==> config.mk <==
export PLATFORM = sky130hd
export DESIGN_NAME = song_sequencer
export DESIGN_NICKNAME = d
export VERILOG_FILES = /design/src/rtl/song_sequencer.sv
export SDC_FILE = /design/constraint.sdc
export NUM_CORES = 1
export LEC_CHECK = 0
export CELL_PAD_IN_SITES_DETAIL_PLACEMENT = 0
export CELL_PAD_IN_SITES_GLOBAL_PLACEMENT = 1
export CORE_MARGIN = 3
export CORE_UTILIZATION = 37
export DETAILED_ROUTE_END_ITERATION = 8
export PLACE_DENSITY_LB_ADDON = 0.1
export SYNTH_ARGS = -nofsm -noshare
export SYNTH_HDL_FRONTEND = slang
export SYNTH_SLANG_ARGS = --single-unit
==> constraint.sdc <==
create_clock -name clk -period 1.9 [get_ports clk]
set_input_delay 0.38 -clock clk [delete_from_list [all_inputs] [get_ports clk]]
set_output_delay 0.38 -clock clk [all_outputs]
set_load 0.1 [all_outputs]
==> src/rtl/song_sequencer.sv <==
// Song ROM sequencer: fetches {note, duration} words and strobes them to a note player.
// Define SONG_SEQ_EOS_MARKER_EN to treat a zero-duration word as an early end-of-song marker.
module song_sequencer #(
  parameter  int unsigned NUM_SONGS      = 4,
  parameter  int unsigned NOTES_PER_SONG = 32,
  parameter  int unsigned NOTE_W         = 6,
  parameter  int unsigned DUR_W          = 6,
  localparam int unsigned SONG_W         = $clog2(NUM_SONGS),
  localparam int unsigned IDX_W          = $clog2(NOTES_PER_SONG),
  localparam int unsigned ROM_AW         = SONG_W + IDX_W
) (
  input  logic                      clk,
  input  logic                      reset,
  input  logic                      play,
  input  logic                      loop,
  input  logic [SONG_W-1:0]         song,
  input  logic                      note_done,
  output logic [ROM_AW-1:0]         rom_addr,
  input  logic [NOTE_W+DUR_W-1:0]   rom_data,
  output logic [NOTE_W-1:0]         note,
  output logic [DUR_W-1:0]          duration,
  output logic                      new_note,
  output logic                      song_done
);

  typedef enum logic [2:0] {
    IDLE  = 3'd0,
    FETCH = 3'd1,
    LOAD  = 3'd2,
    EMIT  = 3'd3,
    WAIT  = 3'd4,
    DONE  = 3'd5
  } state_e;

  localparam logic [IDX_W-1:0] LAST_IDX = IDX_W'(NOTES_PER_SONG - 1);

  state_e              state_q, state_d;
  logic [IDX_W-1:0]    idx_q, idx_d;
  logic [SONG_W-1:0]   song_q, song_d;
  logic                armed_q, armed_d;
  logic [NOTE_W-1:0]   note_q, note_d;
  logic [DUR_W-1:0]    dur_q, dur_d;
  logic [ROM_AW-1:0]   rom_addr_q, rom_addr_d;
  logic                new_note_q, new_note_d;
  logic                song_done_q, song_done_d;

  logic [DUR_W-1:0]    rom_dur;
  logic [NOTE_W-1:0]   rom_note;

  assign rom_dur  = rom_data[DUR_W-1:0];
  assign rom_note = rom_data[NOTE_W+DUR_W-1:DUR_W];

  always_comb begin
    state_d = state_q;
    idx_d   = idx_q;
    song_d  = song_q;
    armed_d = armed_q;
    note_d  = note_q;
    dur_d   = dur_q;

    if (!play) begin
      armed_d = 1'b1;
    end else if (state_q != IDLE && song != song_q) begin
      song_d  = song;
      idx_d   = '0;
      state_d = FETCH;
    end else begin
      unique case (state_q)
        IDLE: begin
          if (armed_q || song != song_q) begin
            song_d  = song;
            idx_d   = '0;
            state_d = FETCH;
          end
        end
        FETCH: state_d = LOAD;
        LOAD: begin
`ifdef SONG_SEQ_EOS_MARKER_EN
          if (rom_dur == '0) begin
            state_d = DONE;
          end else begin
            note_d  = rom_note;
            dur_d   = rom_dur;
            state_d = EMIT;
          end
`else
          note_d  = rom_note;
          dur_d   = rom_dur;
          state_d = EMIT;
`endif
        end
        // EMIT/DONE leave only after their strobe was visible, so a pause re-fires it
        EMIT: begin
          if (new_note_q) state_d = WAIT;
        end
        WAIT: begin
          if (note_done) begin
            if (idx_q != LAST_IDX) begin
              idx_d   = idx_q + IDX_W'(1);
              state_d = FETCH;
            end else begin
              state_d = DONE;
            end
          end
        end
        DONE: begin
          if (song_done_q) begin
            if (loop) begin
              idx_d   = '0;
              state_d = FETCH;
            end else begin
              armed_d = 1'b0;
              state_d = IDLE;
            end
          end
        end
        default: state_d = IDLE;
      endcase
    end

    rom_addr_d  = {song_d, idx_d};
    new_note_d  = play && (state_d == EMIT);
    song_done_d = play && (state_d == DONE);
  end

  always_ff @(posedge clk or negedge reset) begin
    if (!reset) begin
      state_q     <= IDLE;
      idx_q       <= '0;
      song_q      <= '0;
      armed_q     <= 1'b1;
      note_q      <= '0;
      dur_q       <= '0;
      rom_addr_q  <= '0;
      new_note_q  <= 1'b0;
      song_done_q <= 1'b0;
    end else begin
      state_q     <= state_d;
      idx_q       <= idx_d;
      song_q      <= song_d;
      armed_q     <= armed_d;
      note_q      <= note_d;
      dur_q       <= dur_d;
      rom_addr_q  <= rom_addr_d;
      new_note_q  <= new_note_d;
      song_done_q <= song_done_d;
    end
  end

  assign rom_addr  = rom_addr_q;
  assign note      = note_q;
  assign duration  = dur_q;
  assign new_note  = new_note_q;
  assign song_done = song_done_q;

endmodule

Word level (Yosys, flattened, before mapping)
Cells that the tools add are included.
{"block": "word_totals", "rom_bits": 0, "latch_bits": 0, "wordCells": 58, "n_memories": 0, "ff_bits": 32, "out_inout_bits": 21, "ram_bits": 0, "in_bits": 19}
{"block": "op_classes", "order_cmp": 0, "n_reduce_logical": 8, "mux": 26, "n_div": 0, "n_shift": 0, "n_mul": 0, "addsub": 1, "n_bitwise": 1, "eq_ne": 13}
{"operator": "5-bit two-way mux", "count": 7}
{"operator": "3-bit two-way mux", "count": 7}
{"operator": "3-bit one-hot mux with 6 select lines", "count": 1}
{"operator": "5-bit one-hot mux with 3 select lines", "count": 1}
{"operator": "3-bit by 2-bit equality test with 1-bit output (second input constant)", "count": 3}
{"operator": "3-bit equality test (second input constant)", "count": 3}
{"operator": "2-bit two-way mux", "count": 4}
{"operator": "1-bit two-way mux", "count": 6}
{"operator": "5-bit by 1-bit adder with 5-bit output (second input constant)", "count": 1}
{"operator": "5-bit != test (second input constant)", "count": 1}
{"operator": "2-bit by 1-bit != test with 1-bit output (second input constant)", "count": 2}
{"operator": "2-bit != test (second input constant)", "count": 2}
{"operator": "4-bit AND reduction", "count": 1}
{"operator": "3-bit by 1-bit equality test with 1-bit output (second input constant)", "count": 1}
{"operator": "1-bit logical AND", "count": 3}
{"operator": "3-bit logical NOT", "count": 1}
{"operator": "3-bit AND reduction", "count": 1}
{"operator": "3-bit nonzero test", "count": 1}
{"operator": "2-bit != test", "count": 1}
{"operator": "1-bit logical OR", "count": 1}
{"operator": "1-bit NOT", "count": 1}

Logic depth before layout (Yosys ltp)
Gate-level depths: netlist of the first run.
{"block": "depth", "ltp_word": 8, "mapped_depth": 6}

Least setup slack after synthesis of the first run
Ideal clock, no wire load.
{"block": "synth_path", "path_type": "register -> register", "startpoint": "register, netlist name rom_addr[0]", "endpoint": "register rom_addr_q[0], in the netlist rom_addr[0]", "n_path_buf": 0, "t_required_ns": 1.820, "slack_ns": -0.234, "t_arrival_ns": 2.054, "period_less_slack_ns": 2.134, "stages_incl_launch_ff": 7, "path_cell_list": "dfrtp_1 -> ha_1 -> nand4_1 -> a21boi_1 -> o31ai_2 -> nor2b_4 -> a21oi_2"}
{"item": "end signal: assignment", "line_no": "144", "rtl": "rom_addr_q <= rom_addr_d;"}
{"item": "end: declaration", "line_no": "43", "rtl": "logic [ROM_AW-1:0] rom_addr_q, rom_addr_d;"}

Worst setup path in the final report of the first run
{"block": "layout_path", "startpoint": "input song[1]", "endpoint": "register new_note_q, in the netlist new_note"}
{"block": "layout_via", "elab_chain_cells": 8, "elab_cells_between_ends": 9, "cone_classes": "eq/ne: 2; mux: 4; reduce/logical: 3"}
{"item": "start: declaration", "line_no": "16", "rtl": "input logic [SONG_W-1:0] song,"}
{"item": "2-bit != test *", "line_no": "63, 70"}
{"item": "1-bit logical OR", "line_no": "70", "rtl": "if (armed_q || song != song_q) begin"}
{"item": "3-bit two-way mux", "line_no": "70"}
{"item": "3-bit one-hot mux with 6 select lines", "line_no": "68", "rtl": "unique case (state_q)"}
{"item": "3-bit two-way mux *", "line_no": "63", "rtl": "end else if (state_q != IDLE && song != song_q) begin"}
{"item": "3-bit two-way mux *", "line_no": "61", "rtl": "if (!play) begin"}
{"item": "via state_d[0]", "line_no": "37", "rtl": "state_e state_q, state_d;"}
{"item": "3-bit by 2-bit equality test with 1-bit output *", "line_no": "122", "rtl": "new_note_d = play && (state_d == EMIT);"}
{"item": "1-bit logical AND *", "line_no": "122"}
{"item": "via new_note_d", "line_no": "44", "rtl": "logic new_note_q, new_note_d;"}
{"item": "end signal: assignment", "line_no": "145", "rtl": "new_note_q <= new_note_d;"}
{"item": "end: declaration", "line_no": "44"}
Mark *: on every way through the listed nets, which the timed path passes. The rest lies on a longest branch.
A chain may end at the register's enable or synchronous reset.

==> results of run 1 <==
area by class of cell:
| cell class | count | area, µm² |
|---|---|---|
| clock buffers | 3 | 41.3 |
| clock inverters | 1 | 7.51 |
| well taps | 46 | 57.6 |
| repair buffers | 54 | 576 |
| inverters | 6 | 22.5 |
| multi-input cells | 85 | 731 |
| fillers | 308 | 1450 |
| flip-flops and latches | 25 | 636 |
cell families after synthesis:
logic type,Yosys count
and+or+nand+nor,39
adders and majority gates,1
muxes,15
AOI/OAI and AO/OA,26
buffers and inverters,11
xor gates and xnor gates,4
DFF,25
routing by layer:
layer  global-route usage, %  vias up
li1                        -      549
met1                    18.7      540
met2                    24.5       32
met3                    3.94        4
met4                    3.72        0
met5                       0        -
registers in the layout, summed over array words and instances (netlist names):
register / flops
rom_addr: 7
new_note: 1
state_q: 3
note: 6
armed_q: 1
song_done: 1
duration: 6
where the power goes:
part           internal (mW)  switching [mW]  total [mW]  leakage (nW)
registers              0.665           0.111       0.775         0.313
logic                  0.441            1.12        1.56         0.600
clock network          0.149           0.170       0.319        0.0217
total                   1.25            1.40        2.65         0.935
worst max-delay path by stage:
| stage | end | cells past startpoint |
|---|---|---|
| after global placement | new_note | 6 |
| after floorplan | rom_addr[0] | 4 |
| after global routing | rom_addr[2] | 5 |
| after detailed placement | new_note | 6 |
| final | new_note | 6 |
| after CTS | new_note | 6 |
stage by stage:
stage / TNS [ns] / hold WS (ns) / power [mW]
after floorplan: 0 / 0.0844 / 1.97
after global placement: -1.94 / 0.488 / 2.34
after detailed placement: -2.33 / 0.486 / 2.35
after CTS: 0 / 0.480 / 2.68
after global routing: 0 / 0.499 / 2.76
final: 0 / 0.470 / 2.65
layout by cell type, fill, tap and decap left out, types with 2 or more instances in the layout:
cell	synthesis	routed
buf_4	0	26
nand3b_1	2	2
xnor2_2	2	2
nor2_1	3	3
dfrtp_2	0	7
o22ai_1	3	3
nand3_1	3	3
and3_1	2	2
nand2_1	10	10
nand4_1	3	3
nor3_1	3	3
mux2_4	10	10
clkbuf_8	0	3
buf_12	0	10
xor2_1	2	2
dfrtp_1	24	17
clkdlybuf4s50_1	0	18
inv_1	6	6
a41oi_1	2	2
a21oi_1	7	7
mux2_2	4	4
critical path, stage by stage:
cell             delay (ns)
clkdlybuf4s50_1        0.48
xnor2_2                0.24
nand2_2                0.11
o41ai_2                0.42
o21ai_2                0.11
and4b_1                0.19
==> run_results.csv, run 1 <==
group,metric,value,unit
critical_path,critical_path_class,"in2reg",
cells_and_area,fin_area,2070,µm²
critical_path,r2r_setup_slack,0.17,ns
floorplan,die_x,68.0,µm
yosys,synth-seq-cells,25,
sta,maxSlewViolCount,0,
yosys,yosysTopAreaCell,"dfrtp_1",
yosys,synth_cell_type_count,48,
yosys,muxShareOfSynthArea,14.4,%
critical_path,r2r_start,"rom_addr[0]",
placed_design,dp_cells,216,
sta,finClkSkew,0.00837,ns
clock_tree,clkTransAtPathRegs,0.09,ns
clock_tree,cts_tree,"yes",
yosys,synth_top_cell_area_share,42.2,%
flow_run,cap_viol_max_count,0,
cells_and_area,syn_to_final_growth,45.4,%
floorplan,start_util,40.4,%
yosys,async_flop_share,100,%
yosys,synthTopCellsByArea,"dfrtp_1, mux2_4, mux2_2",
yosys,yosys.area_share.simple,17.5,%
global_routing,grt_max_degree,26,
placed_design,placed_cell_area,2020,µm²
pwr,ir_drop,1.14,mV
sta,max_freq,0.562,GHz
sta,final.period_utilization,93.7,%
global_routing,overflow,0,
yosys,synth_edf_count,0,
yosys,yosysMostFrequentCell,"dfrtp_1",
routing,post_drt_wl_per_cell,14.1,µm
critical_path,path_max_fanout,4,
critical_path,startpoint,"song[1]",
pwr,powerDensity,1280,nW/µm²
yosys,ys_seq_area_share,44.0,%
yosys,yosysWarnings,0,
routing,drt_iter0_drc,58,
routing,vias,1125,
yosys,synthTopCellsByCount,"dfrtp_1, mux2_4, nand2_1",
floorplan,ios,40,
placed_design,numPortBuffers,39,
critical_path,startpoint_type,"primary input",
cells_and_area,layoutNonFillerInstCount,220,
critical_path,r2r_end,"rom_addr[1]",
critical_path,arrival,1.94,ns
clock_tree,cts_max_level,1,
yosys,syn_area_per_cell,11.8,µm²
sta,tightest_slew,0.422,ns
global_routing,grt_usage,14.7,%
floorplan,die_y,68.0,µm
clock_tree,holdBufCountCts,0,
clock_tree,cts_sinks,25,
routing,dr_wl_met3,184,µm
yosys,synth_xor_area_share,3.51,%
routing,firstDrtPassIters,4,
placed_design,hpwl,2380,µm
cells_and_area,fin_nets,195,
routing,routed_wl,3100,µm
clock_tree,cts_resized,0,
routing,via_per_inst,5.11,
yosys,netlist_instances,121,
floorplan,rows,21,
placed_design,dp_slack,-0.165,ns
sta,grt_setup_unrepaired,"false",
clock_tree,root_buffer,"clkbuf_8",
yosys,synth_top_family_by_area,"simple AND/OR/NAND/NOR gates",
clock_tree,clk_latency,0.27,ns
clock_tree,numCtsBuffers,3,
sta,post-route-min-period,1.78,ns
worst_hold_path,hold_path.class,"in2async",
floorplan,dieArea,4630,µm²
routing,ant_nets,0,
pwr,p_leak,0.935,nW
cells_and_area,utilization,58.8,%
critical_path,crit_required,2.06,ns
sta,timing_hold_violations_final,0,
critical_path,r2r_cells,6,
clock_tree,cts_max_path_buffers,2,
routing,drcViolationCount,0,
yosys,synth_area,1420,µm²
yosys,synth_nets,141,
placed_design,gp_congestion,0.812,
sta,worst_slack,0.120,ns
floorplan,fp.coreArea,3520,µm²
sta,relSlewSlack,71.9,%
cells_and_area,num_antenna_cells,0,
global_routing,antenna_found_initial,0,
routing,met2_wirelength,1490,µm
routing,highest_layer,"met4",
sta,setup_violations,0,
status,status,"completed",
routing,wl_met1,1400,µm
yosys,synthAdderAreaFrac,0.879,%
clock_tree,cts_setup_buffers,0,
yosys,ys.flop_type,"dfrtp_1",
cells_and_area,drive_gt1_share,44.3,%
global_routing,first_global_vias,1120,
critical_path,critPathCaptureType,"flop",
yosys,synth_compound_area_share,15.0,%
global_routing,grt_first_pass_wirelength,5120,µm
Power figures use the tool's default switching activity.
==> inputs of run 2 (changes only) <==
Settings changed: CORE_UTILIZATION 37 to 38, CTS_BUF_LIST set to sky130_fd_sc_hd__clkbuf_8.
==> run_results.csv, run 2 (synthesized netlist as in run 1, its figures left out) <==
group,metric,value,unit
cells_and_area,syn_to_final_growth,45.6,%
floorplan,dieArea,4520,µm²
pwr,pwr-share-seq,28.8,%
floorplan,rows,21,
global_routing,antenna_found_initial,0,
pwr,p_sw_share,52.9,%
sta,finClkSkew,0.00422,ns
floorplan,fp.coreArea,3470,µm²
clock_tree,cts_tree,"yes",
clock_tree,holdBufCountCts,0,
critical_path,critical_path_class,"in2reg",
clock_tree,cts_setup_buffers,0,
critical_path,critPathCaptureType,"flop",
sta,whs,0.466,ns
critical_path,r2r_cells,5,
routing,routed_wl,3170,µm
pwr,p_leak,0.933,nW
critical_path,crit_chain,"clkdlybuf4s50_1, xnor2_2, and3_4, nand3_2, buf_4, mux2_4",
critical_path,path_max_fanout,8,
global_routing,grt_usage,15.5,%
cells_and_area,utilization,59.8,%
routing,vias,1141,
clock_tree,cts_max_path_buffers,2,
critical_path,startpoint_type,"primary input",
pwr,clockPowerShare,12.1,%
sta,post-route-min-period,1.81,ns
pwr,p_total,2.66,mW
placed_design,gp_congestion,0.909,
cells_and_area,layout_commonest_cell,"buf_4",
global_routing,grt_first_pass_wirelength,5360,µm
critical_path,crit_required,2.06,ns
placed_design,hpwl,2480,µm
cells_and_area,drive_gt1_share,45.1,%
sta,max_freq,0.552,GHz
sta,tightest_slew,0.364,ns
global_routing,grt_max_degree,26,
routing,drcViolationCount,0,
sta,setup_violations,0,
floorplan,die_y,67.2,µm
placed_design,numPortBuffers,39,
status,status,"completed",
clock_tree,cts_resized,0,
cells_and_area,num_antenna_cells,0,
clock_tree,root_buffer,"clkbuf_8",
sta,relSlewSlack,75.7,%
pwr,p_comb_share,59.1,%
clock_tree,clk_latency,0.27,ns
sta,final.period_utilization,95.4,%
clock_tree,clkTransAtPathRegs,0.09,ns
routing,drt_iter0_drc,91,
sta,timing_hold_violations_final,0,
clock_tree,cts_max_level,1,
cells_and_area,fin_nets,196,
cells_and_area,largest_reg_flops,7,
pwr,powerDensity,1280,nW/µm²
global_routing,first_global_vias,1184,
critical_path,arrival,1.97,ns
floorplan,die_x,67.2,µm
routing,via_per_inst,5.16,
floorplan,ios,40,
clock_tree,numCtsBuffers,3,
pwr,ir_drop,1.03,mV
sta,grt_setup_unrepaired,"false",
flow_run,cap_viol_max_count,0,
worst_hold_path,hold_path.class,"in2async",
critical_path,slowest_delay,0.50,ns
routing,ant_nets,0,
routing,post_drt_wl_per_cell,14.3,µm
placed_design,dp_cells,217,
critical_path,slowest_stage,"clkdlybuf4s50_1",
routing,firstDrtPassIters,4,
clock_tree,cts_sinks,25,
pwr,cellInternalPower,1.25,mW
cells_and_area,layoutNonFillerInstCount,221,
cells_and_area,final_cell_mix,"buf_4, clkdlybuf4s50_1, dfrtp_1",
pwr,switchingPower,1.41,mW
global_routing,overflow,0,
sta,maxSlewViolCount,0,
floorplan,start_util,41.1,%
[run 2: cell count changes in the layout (fill, tap and decap cells not counted)]
| cell | delta |
|---|---|
| buf_4 | +2 |
| buf_12 | -1 |
| xor2_2 | +1 |
| xor2_1 | -1 |
[run 2: power groups by stage]
stage,combinational (mW),sequential [mW],clock (mW)
3_3_place_gp,1.57,0.766,0
6_report,1.57,0.766,0.323
2_1_floorplan,0.298,1.67,0
4_1_cts,1.58,0.767,0.334
5_1_grt,1.63,0.787,0.370
3_5_place_dp,1.58,0.771,0
[run 2: final cells by class]
class | instances | area [µm²]
Clock buffer | 3 | 41.3
Clock inverter | 1 | 7.51
Fill cell | 307 | 1400
Inverter | 6 | 22.5
Multi-Input combinational cell | 85 | 738
Sequential cell | 25 | 636
Tap cell | 46 | 57.6
Timing Repair Buffer | 55 | 571
[run 2: metrics by stage]
step           area (µm²)  setup TNS, ns  setup slack (ns)
6_report             2070              0            0.0880
5_1_grt              2070              0            0.0464
4_1_cts              2070              0            0.0863
3_3_place_gp         2020          -2.57            -0.184
3_5_place_dp         2020          -3.03            -0.197
2_1_floorplan        1430              0            0.0307
[run 2: path summary, 6_finish.rpt]
check	start	to	slack, ns
max	song[1]	duration[0]	0.09
min	reset	note[1]	0.47
max reg2reg	state_q[0]	rom_addr[2]	0.21
min reg2reg	armed_q	armed_q	0.50
max in group asynchronous	reset	armed_q	1.13
min in group clk	armed_q	armed_q	0.50
[run 2: per-layer routing]
layer	global-route usage (%)	vias up	routed length (µm)
li1	-	553	-
met2	25.0	29	1530
met1	21.6	557	1460
met4	3.04	0	11
met5	0	-	0
met3	3.33	2	165
[run 2: worst max-delay path, delay by kind of cell]
family / cells / cell delay, ns
buf+inv: 2 / 0.69
simple gates: 2 / 0.32
mux: 1 / 0.30
xor+xnor: 1 / 0.26
==> inputs of run 3 (changes only) <==
Settings changed: ABC_AREA set to 1, CORE_UTILIZATION 38 to 35, HOLD_SLACK_MARGIN set to 0.08.
==> run_results.csv, run 3 <==
group,metric,value,unit
global_routing,first_global_vias,1279,
pwr,ir_drop,0.951,mV
worst_hold_path,hold_path.class,"in2async",
yosys,synth_top_cell_area_share,43.1,%
clock_tree,cts_setup_buffers,0,
pwr,p_leak,1.04,nW
critical_path,path_max_fanout,6,
placed_design,numPortBuffers,39,
routing,drt_iter0_drc,88,
cells_and_area,layoutNonFillerInstCount,276,
routing,met2_wirelength,1540,µm
clock_tree,holdBufCountCts,0,
yosys,netlist_instances,186,
clock_tree,clk_latency,0.27,ns
clock_tree,cts_tree,"yes",
routing,via_per_inst,4.65,
yosys,ys_seq_area_share,45.0,%
yosys,synthTopCellsByArea,"dfrtp_1, nand2_1, nand3_1",
sta,post-route-min-period,1.60,ns
yosys,synth_area,1390,µm²
yosys,yosysTopAreaCell,"dfrtp_1",
yosys,syn_area_per_cell,7.49,µm²
routing,drcViolationCount,0,
sta,maxSlewViolCount,0,
sta,finClkSkew,0.00227,ns
critical_path,r2r_end,"song_done",
critical_path,slowest_delay,0.47,ns
status,status,"completed",
routing,highest_layer,"met4",
global_routing,overflow,0,
cells_and_area,final_cell_mix,"nand2_1, nand3_1, inv_1",
global_routing,grt_max_degree,26,
routing,dr_wl_met3,165,µm
routing,firstDrtPassIters,4,
placed_design,dp_cells,272,
cells_and_area,n_fill_cell,366,
cells_and_area,fin_nets,249,
critical_path,crit_chain,"ha_1, nand4_1, nand2_1, nand2_1, o21ai_0, nor2_1, nand3b_1, inv_1",
routing,routed_wl,3200,µm
yosys,synthTopCellsByCount,"nand2_1, nand3_1, dfrtp_1",
yosys,ys.flop_type,"dfrtp_1",
yosys,yosysMostFrequentCell,"nand2_1",
global_routing,grt_usage,14.4,%
clock_tree,cts_sinks,25,
sta,relSlewSlack,69.2,%
clock_tree,cts_resized,0,
routing,wl_met1,1450,µm
clock_tree,root_buffer,"clkbuf_8",
floorplan,rows,22,
yosys,synth_edf_count,0,
critical_path,startpoint,"rom_addr[0]",
clock_tree,cts_max_level,1,
clock_tree,numCtsBuffers,3,
sta,grt_setup_unrepaired,"false",
cells_and_area,num_antenna_cells,0,
placed_design,hpwl,2440,µm
critical_path,slowest_stage,"dfrtp_2",
sta,max_freq,0.625,GHz
placed_design,placed_cell_area,1910,µm²
yosys,synth_nets,206,
sta,tightest_slew,0.457,ns
routing,vias,1284,
routing,post_drt_wl_per_cell,11.6,µm
critical_path,crit_top_cell,"nand2_1",
sta,timing_hold_violations_final,0,
floorplan,fp.coreArea,3740,µm²
floorplan,ios,40,
sta,timing.setup.tns,0,ns
critical_path,critPathCaptureType,"flop",
critical_path,crit_required,2.07,ns
critical_path,arrival,1.77,ns
cells_and_area,largest_reg_flops,7,
placed_design,gp_congestion,0.942,
yosys,async_flop_share,100,%
critical_path,r2r_cells,8,
floorplan,die_x,69.1,µm
critical_path,r2r_setup_slack,0.30,ns
clock_tree,clkTransAtPathRegs,0.09,ns
cells_and_area,syn_to_final_growth,40.6,%
critical_path,critPathBufInv,1,
clock_tree,cts_max_path_buffers,2,
critical_path,startpoint_type,"flop",
floorplan,dieArea,4780,µm²
routing,ant_nets,0,
critical_path,critical_path_class,"reg2reg",
global_routing,grt_first_pass_wirelength,5680,µm
floorplan,die_y,69.1,µm
yosys,synth_cell_type_count,25,
cells_and_area,fin_area,1960,µm²
floorplan,start_util,37.2,%
pwr,powerDensity,1690,nW/µm²
cells_and_area,drive_gt1_share,18.4,%
cells_and_area,utilization,52.3,%
global_routing,antenna_found_initial,0,
yosys,yosysWarnings,0,
sta,setup_violations,0,
flow_run,cap_viol_max_count,0,
critical_path,cpLargestDelayFamily,"simple AND/OR/NAND/NOR gates",
cells_and_area,layout_commonest_cell,"nand2_1",
sta,final.period_utilization,84.3,%
yosys,synth-seq-cells,25,
critical_path,r2r_start,"rom_addr[0]",
run 3: logic make-up after synthesis:
logic type | after synthesis | synth area share [%]
and+or+nand+nor | 113 | 37.4
buffers and inverters | 30 | 9.61
DFF | 25 | 45.0
adders and majority gates | 1 | 0.898
AOI/OAI and AO/OA | 16 | 6.46
xor gates and xnor gates | 1 | 0.628
run 3: metrics by stage:
stage | setup slack [ns] | total power, mW | hold slack, ns
after floorplan | 0.00305 | 2.46 | 0.0844
final | 0.299 | 3.32 | 0.477
after global placement | 0.0717 | 3.00 | 0.461
after CTS | 0.301 | 3.36 | 0.481
after detailed placement | 0.0286 | 3.02 | 0.464
after global routing | 0.149 | 3.50 | 0.504
run 3: worst max path at each step:
stage                   to  slack [ns]  cells after the start
6_report         song_done        0.30                      8
5_1_grt        duration[0]        0.15                     12
4_1_cts          song_done        0.30                      8
3_5_place_dp   duration[0]        0.03                     12
3_3_place_gp   duration[0]        0.07                     12
2_1_floorplan  duration[0]       0.003                     10
run 3: final cells by class:
class	instances	area (µm²)	area share, %
clock buffers	3	41.3	2.11
inverters	25	96.3	4.92
flip-flops and latches	25	631	32.2
clock inverters	1	5.00	0.255
multi-input cells	131	633	32.3
repair buffers	43	493	25.2
well taps	48	60.1	3.07
run 3: report_power, final:
| part | switching, mW | internal (mW) |
|---|---|---|
| sequential | 0.160 | 0.711 |
| combinational | 1.61 | 0.513 |
| clock | 0.178 | 0.147 |
| total | 1.94 | 1.37 |
run 3: routing by layer:
layer	global-route usage [%]	up-vias
met1	17.6	569
met4	4.56	0
met5	0	-
li1	-	675
met2	25.1	36
met3	2.92	4
